--- src/rtl/snake_head_ctrl.sv ---
// snake_head_ctrl: per-player snake head mover with direction filtering, rate division and edge handling.
// Ports:
//   clk, reset (async, active low)
//   up/right/down/left : level direction requests, valid only when exactly one is high
//   step_en            : game-tick strobe; STEP_DIV strobes make one head move
//   dead               : external kill, restart : synchronous return to IDLE
//   x, y, dir          : head position and committed direction (0 up, 1 right, 2 down, 3 left)
//   alive, moved       : alive in IDLE/RUN; moved pulses with each position update
//   hit_wall           : sticky, death came from leaving the arena
module snake_head_ctrl #(
   parameter int COORD_W   = 7,
   parameter int WIDTH     = 32,
   parameter int HEIGHT    = 32,
   parameter int STARTX    = 3,
   parameter int STARTY    = 3,
   parameter int START_DIR = 1,
   parameter int WRAP      = 1,
   parameter int STEP_DIV  = 4
) (
   input  logic               clk,
   input  logic               reset,
   input  logic               up,
   input  logic               right,
   input  logic               down,
   input  logic               left,
   input  logic               step_en,
   input  logic               dead,
   input  logic               restart,
   output logic [COORD_W-1:0] x,
   output logic [COORD_W-1:0] y,
   output logic [1:0]         dir,
   output logic               alive,
   output logic               moved,
   output logic               hit_wall
);
   localparam int CNT_W = STEP_DIV > 1 ? $clog2(STEP_DIV) : 1;
   localparam logic [COORD_W-1:0] X_MAX = COORD_W'(WIDTH - 1);
   localparam logic [COORD_W-1:0] Y_MAX = COORD_W'(HEIGHT - 1);
   localparam logic [COORD_W-1:0] X0    = COORD_W'(STARTX);
   localparam logic [COORD_W-1:0] Y0    = COORD_W'(STARTY);
   localparam logic [COORD_W-1:0] ONE   = COORD_W'(1);
   localparam logic [1:0]         DIR0  = 2'(START_DIR);
   localparam logic [CNT_W-1:0]   LAST  = CNT_W'(STEP_DIV - 1);

   typedef enum logic [1:0] {IDLE, RUN, DEAD} state_t;

   state_t             state_q, state_d;
   logic [COORD_W-1:0] x_q, x_d, y_q, y_d, nx, ny;
   logic [1:0]         dir_q, dir_d, pend_q, pend_d, req, eff;
   logic [CNT_W-1:0]   cnt_q, cnt_d;
   logic               pend_v_q, pend_v_d, alive_q, alive_d, moved_q, moved_d, hit_q, hit_d;
   logic               req_v, req_ok, step_move, off_edge;

   always_comb begin
      req_v     = $onehot({left, down, right, up});
      req       = right ? 2'd1 : down ? 2'd2 : left ? 2'd3 : 2'd0;
      // a reversal is the committed direction with its high bit flipped
      req_ok    = req_v && (req != (dir_q ^ 2'd2));
      eff       = req_ok ? req : pend_v_q ? pend_q : dir_q;
      step_move = step_en && (cnt_q == LAST);
      off_edge  = (eff == 2'd0 && y_q == '0) || (eff == 2'd1 && x_q == X_MAX) ||
                  (eff == 2'd2 && y_q == Y_MAX) || (eff == 2'd3 && x_q == '0);
      nx        = eff == 2'd1 ? (x_q == X_MAX ? '0 : x_q + ONE) :
                  eff == 2'd3 ? (x_q == '0 ? X_MAX : x_q - ONE) : x_q;
      ny        = eff == 2'd2 ? (y_q == Y_MAX ? '0 : y_q + ONE) :
                  eff == 2'd0 ? (y_q == '0 ? Y_MAX : y_q - ONE) : y_q;
      state_d   = state_q;
      x_d       = x_q;
      y_d       = y_q;
      dir_d     = dir_q;
      pend_d    = pend_q;
      pend_v_d  = pend_v_q;
      cnt_d     = cnt_q;
      alive_d   = alive_q;
      moved_d   = 1'b0;
      hit_d     = hit_q;
      if (restart) begin
         state_d  = IDLE;
         x_d      = X0;
         y_d      = Y0;
         dir_d    = DIR0;
         pend_v_d = 1'b0;
         cnt_d    = '0;
         alive_d  = 1'b1;
         hit_d    = 1'b0;
      end else if (state_q != DEAD && dead) begin
         state_d  = DEAD;
         x_d      = '1;
         y_d      = '1;
         pend_v_d = 1'b0;
         cnt_d    = '0;
         alive_d  = 1'b0;
         hit_d    = 1'b0;
      end else if (state_q == IDLE && req_v) begin
         state_d = RUN;
         dir_d   = req;
         cnt_d   = '0;
      end else if (state_q == RUN) begin
         pend_d   = req_ok ? req : pend_q;
         pend_v_d = pend_v_q || req_ok;
         cnt_d    = step_en ? (step_move ? '0 : cnt_q + CNT_W'(1)) : cnt_q;
         if (step_move) begin
            pend_v_d = 1'b0;
            if (off_edge && WRAP == 0) begin
               state_d = DEAD;
               x_d     = '1;
               y_d     = '1;
               alive_d = 1'b0;
               hit_d   = 1'b1;
            end else begin
               x_d     = nx;
               y_d     = ny;
               dir_d   = eff;
               moved_d = 1'b1;
            end
         end
      end
   end

   always_ff @(posedge clk or negedge reset) begin
      if (!reset) begin
         state_q  <= IDLE;
         x_q      <= X0;
         y_q      <= Y0;
         dir_q    <= DIR0;
         pend_q   <= 2'd0;
         pend_v_q <= 1'b0;
         cnt_q    <= '0;
         alive_q  <= 1'b1;
         moved_q  <= 1'b0;
         hit_q    <= 1'b0;
      end else begin
         state_q  <= state_d;
         x_q      <= x_d;
         y_q      <= y_d;
         dir_q    <= dir_d;
         pend_q   <= pend_d;
         pend_v_q <= pend_v_d;
         cnt_q    <= cnt_d;
         alive_q  <= alive_d;
         moved_q  <= moved_d;
         hit_q    <= hit_d;
      end
   end

   assign x        = x_q;
   assign y        = y_q;
   assign dir      = dir_q;
   assign alive    = alive_q;
   assign moved    = moved_q;
   assign hit_wall = hit_q;
endmodule

--- config.mk ---
export PLATFORM = sky130hd
export DESIGN_NAME = snake_head_ctrl
export DESIGN_NICKNAME = d
export VERILOG_FILES = /design/src/rtl/snake_head_ctrl.sv
export SDC_FILE = /design/constraint.sdc
export NUM_CORES = 1
export LEC_CHECK = 0
export BUFFER_PORTS_ARGS = -buffer_cell sky130_fd_sc_hd__buf_2
export CORE_ASPECT_RATIO = 2
export CORE_MARGIN = 2
export CORE_UTILIZATION = 57
export CTS_CLUSTER_SIZE = 30
export DETAILED_ROUTE_END_ITERATION = 8
export PLACE_DENSITY = 0.8
export SLEW_MARGIN = 25
export SYNTH_ARGS = -nofsm -noshare
export SYNTH_HDL_FRONTEND = slang
export SYNTH_SLANG_ARGS = --single-unit
export TNS_END_PERCENT = 20
--- constraint.sdc ---
create_clock -name clk -period 2.45 [get_ports clk]
set_input_delay 0.49 -clock clk [delete_from_list [all_inputs] [get_ports clk]]
set_output_delay 0.49 -clock clk [all_outputs]
set_load 0.01 [all_outputs]
==> reports/qor.csv <==
stage;metric;value;unit
final_layout;storage element area;633;sq um
final_layout;share of cells above drive strength 1;0.337;
place;pre-CTS setup slack;-0.951;ns
timing;Final Hold Vio Count;0;
floorplan;full die area;0.00423;sq mm
status;status;complete, but fails checks;
synth;FF+latch count, synth;25;
clock_tree;CTS Sinks;25;
critical_path;FF-to-FF setup slack;0.09;ns
place;Post-DP Area;0.00251;sq mm
global_routing;vias in the first global route;2180;
clock_tree;Clock Path Buffers;2;
routing;DR vias;2284;
routing;DRC viols;0;
synth;Post-synth EDFFs;0;
timing;min cycle time layout;2.96;ns
power;Peak VDD IR;493;uV
final_layout;fill count;287;
final_layout;nets@finish;327;
critical_path;Critical Path RT;2.62;ns
synth;Async S/R FF share, synth;1.00;
place;RePlAce Congestion;1.01;
critical_path;critical path peak fanout;5;
critical_path;reg-to-reg endpoint;y[5]$_DFFE_PN0P_;
timing;FMAX;337;MHz
floorplan;total core area;0.00357;sq mm
clock_tree;worst skew pair latency;0.27;ns
final_layout;fin util;0.752;
global_routing;largest net degree at the start of global routing;26;
final_layout;# diodes;0;
power;pwr dens;442;mW/mm^2
synth;Synth cell types;69;
timing;Slew Viols, Final;0;
synth;cell area after synthesis;0.00211;sq mm
floorplan;Initial Utilization;0.590;
floorplan;die width;47.0;um
routing;detailed-route vias per instance;6.38;
timing;Final Setup Violations;19;
clock_tree;clock transition at the registers of the reported paths;0.10;ns
floorplan;Ports;28;
critical_path;worst r2r path cells;8;
routing;post-route ant nets;0;
min_path;Hold/Removal Path Class;primary input to asynchronous set/reset pin;
power;Pleak;1.18;nW
routing;Post-Route WL;6.31;mm
routing;DR pass1 iterations;4;
timing;Final WS setup;-0.514;ns
global_routing;total track usage;0.328;
floorplan;Std-Cell Rows;31;
critical_path;WS Path Type;primary input to flop;
place;PortBufs;26;
clock_tree;CTS tree;built;
critical_path;Startpoint Class;primary input;
critical_path;Worst Setup End Kind;flop;
timing;hold slack;0.210;ns
clock_tree;clock root cell;clkbuf_8;
critical_path;Worst EP arrival;3.14;ns
synth;Post-Syn Nets;273;
routing;DR iter-0 viols;78;
synth;Most used DFF post-synth;dfrtp_1;
synth;synth warn;0;
routing;drt wl/cell;17.6;um
global_routing;total grt overflow;0;
final_layout;fin area;0.00268;sq mm
global_routing;initial antenna violation count;0;
timing;Worst slew margin;0.605;
timing;RSZ-0062 raised after global routing;yes;
timing;worst-margin pin slew;0.593;ns
final_layout;multi-input logic area;0.00146;sq mm
job;Max-Cap Viols;0;
place;DP Wirelength;4.69;mm
synth;Syn Area/Cell;8.23;sq um
synth;Synth Instances;256;
timing;fin crit share;1.21;
floorplan;Die Y;90.0;um
synth;sequential area share after synthesis;0.301;
critical_path;worst reg2reg startpoint;y[1]$_DFFE_PN1P_;
global_routing;global-route wire length before repair;10.5;mm
final_layout;Area Overhead vs Synth;27.5;%
clock_tree;Inserted Clock Buffers;3;
timing;skew final;0.00594;ns
clock_tree;htree depth;1;
status;violated checks;negative setup slack;
==> layout by cell type, fill, tap and decap left out, types with 3 or more instances in the layout <==
master | synthesis | layout
buf_6 | 1 | 5
dfrtp_1 | 19 | 19
o31ai_1 | 3 | 3
o21ai_0 | 15 | 10
o21ai_1 | 3 | 6
buf_4 | 2 | 31
nor2b_1 | 3 | 3
buf_2 | 3 | 24
and3_1 | 5 | 5
or3_1 | 4 | 4
ha_1 | 7 | 5
clkbuf_8 | 0 | 3
o311ai_1 | 1 | 3
nand2b_1 | 3 | 3
a21oi_1 | 16 | 15
inv_1 | 14 | 11
mux2i_1 | 7 | 7
nor3_1 | 12 | 12
or4_1 | 3 | 3
nand3_1 | 14 | 12
dfstp_2 | 6 | 6
nor2_1 | 28 | 27
nand2_1 | 18 | 18
a31oi_1 | 7 | 7
a211o_1 | 4 | 4
==> what timing repair did <==
| item | in CTS | in global routing |
|---|---|---|
| setup endpoints to repair | 19 | 19 |
| hold buffers | 0 | 0 |
| pin swaps | 15 | 2 |
| resized for setup | 26 | 9 |
| buffers inserted | 3 | 0 |
==> area by class of cell <==
class	count	area share
clock buffers	3	0.0154
clock inverters	1	0.00186
inverters	14	0.0205
multi-input cells	205	0.545
flip-flops and latches	25	0.236
well taps	49	0.0228
repair buffers	61	0.158
==> Yosys cell counts, drive strengths merged, types with 2 or more instances <==
| library cell | instances | area [sq um] |
|---|---|---|
| nand3 | 14 | 70.1 |
| or3 | 5 | 36.3 |
| nand2b | 3 | 18.8 |
| dfrtp | 19 | 475 |
| or4 | 3 | 22.5 |
| nor3 | 13 | 70.1 |
| inv | 14 | 52.6 |
| xnor2 | 2 | 17.5 |
| a31oi | 7 | 43.8 |
| o41ai | 2 | 17.5 |
| mux2i | 7 | 70.1 |
| o211ai | 2 | 15.0 |
| nor4b | 2 | 32.5 |
| clkbuf | 5 | 18.8 |
| and2 | 4 | 26.3 |
| o21a | 2 | 15.0 |
| nand2 | 18 | 67.6 |
| a21oi | 16 | 80.1 |
| o311ai | 3 | 26.3 |
| a211o | 5 | 45.0 |
| a21boi | 2 | 18.8 |
| nor2 | 28 | 105 |
| o21ai | 19 | 98.8 |
| nor2b | 3 | 18.8 |
| dfstp | 6 | 158 |
| a22o | 2 | 17.5 |
| a211oi | 2 | 27.5 |
| a32o | 2 | 20.0 |
| ha | 7 | 87.6 |
| a22oi | 2 | 20.0 |
| buf | 7 | 45.0 |
| or3b | 2 | 20.0 |
| o31ai | 3 | 22.5 |
| and3 | 5 | 31.3 |
==> critical path, stage by stage <==
cell      delay [ns]
buf_8           0.08
inv_4           0.03
fa_1            0.54
inv_2           0.04
ha_4            0.15
ha_4            0.21
or3b_4          0.42
a211oi_4        0.22
buf_6           0.17
a21boi_4        0.06
or3_4           0.33
a211o_1         0.25
and3_1          0.14
==> per-stage QoR <==
step                total power, mW  std cells  setup TNS [ns]
floorplan                     0.726        256          -11.96
global placement              0.879        351          -16.12
detailed placement            0.889        351          -16.92
CTS                            1.17        358           -7.78
global route                   1.25        358           -9.94
finish                         1.19        358           -8.00
==> metal layers <==
| layer | vias up | part of all wire | track usage |
|---|---|---|---|
| met5 | - | 0 | 0 |
| met4 | 0 | 0.051 | 0.162 |
| met1 | 1105 | 0.38 | 0.404 |
| met2 | 96 | 0.53 | 0.529 |
| li1 | 1056 | - | - |
| met3 | 27 | 0.047 | 0.0402 |
==> worst max-delay path by stage <==
stage,start,to,slack [ns],depth (start not counted)
floorplan,right,y[4]$_DFFE_PN0P_,-0.80,13
global placement,up,x[2]$_DFFE_PN0P_,-0.91,13
global route,right,x[6]$_DFFE_PN0P_,-0.65,14
CTS,right,x[6]$_DFFE_PN0P_,-0.54,14
finish,right,y[4]$_DFFE_PN0P_,-0.51,13
detailed placement,up,y[4]$_DFFE_PN0P_,-0.95,13
==> report_power, final <==
part | internal [mW] | switching, mW | leakage, nW
clock | 0.114 | 0.143 | 0.0255
sequential | 0.439 | 0.0433 | 0.312
combinational | 0.210 | 0.236 | 0.840
total | 0.764 | 0.422 | 1.18
==> kinds of logic (layout without fill, tap and decap cells) <==
kind of cell | Yosys count | after routing | share of synthesized area
compound gates | 79 | 79 | 0.265
xor+xnor | 3 | 3 | 0.0125
fa+ha+maj | 8 | 8 | 0.0511
buf+inv | 26 | 79 | 0.0553
flops | 25 | 25 | 0.301
mux | 8 | 8 | 0.0386
other cells | 1 | 1 | 0.00178
simple gates | 106 | 106 | 0.275
==> state kept, by name, summed over array words and instances (netlist names) <==
name and flops:
alive 1, cnt_q 2, dir 2, moved 1
pend_q 2, pend_v_q 1, state_q 2, x 7
y 7
Note: power is estimated with default switching activity, not from simulation.
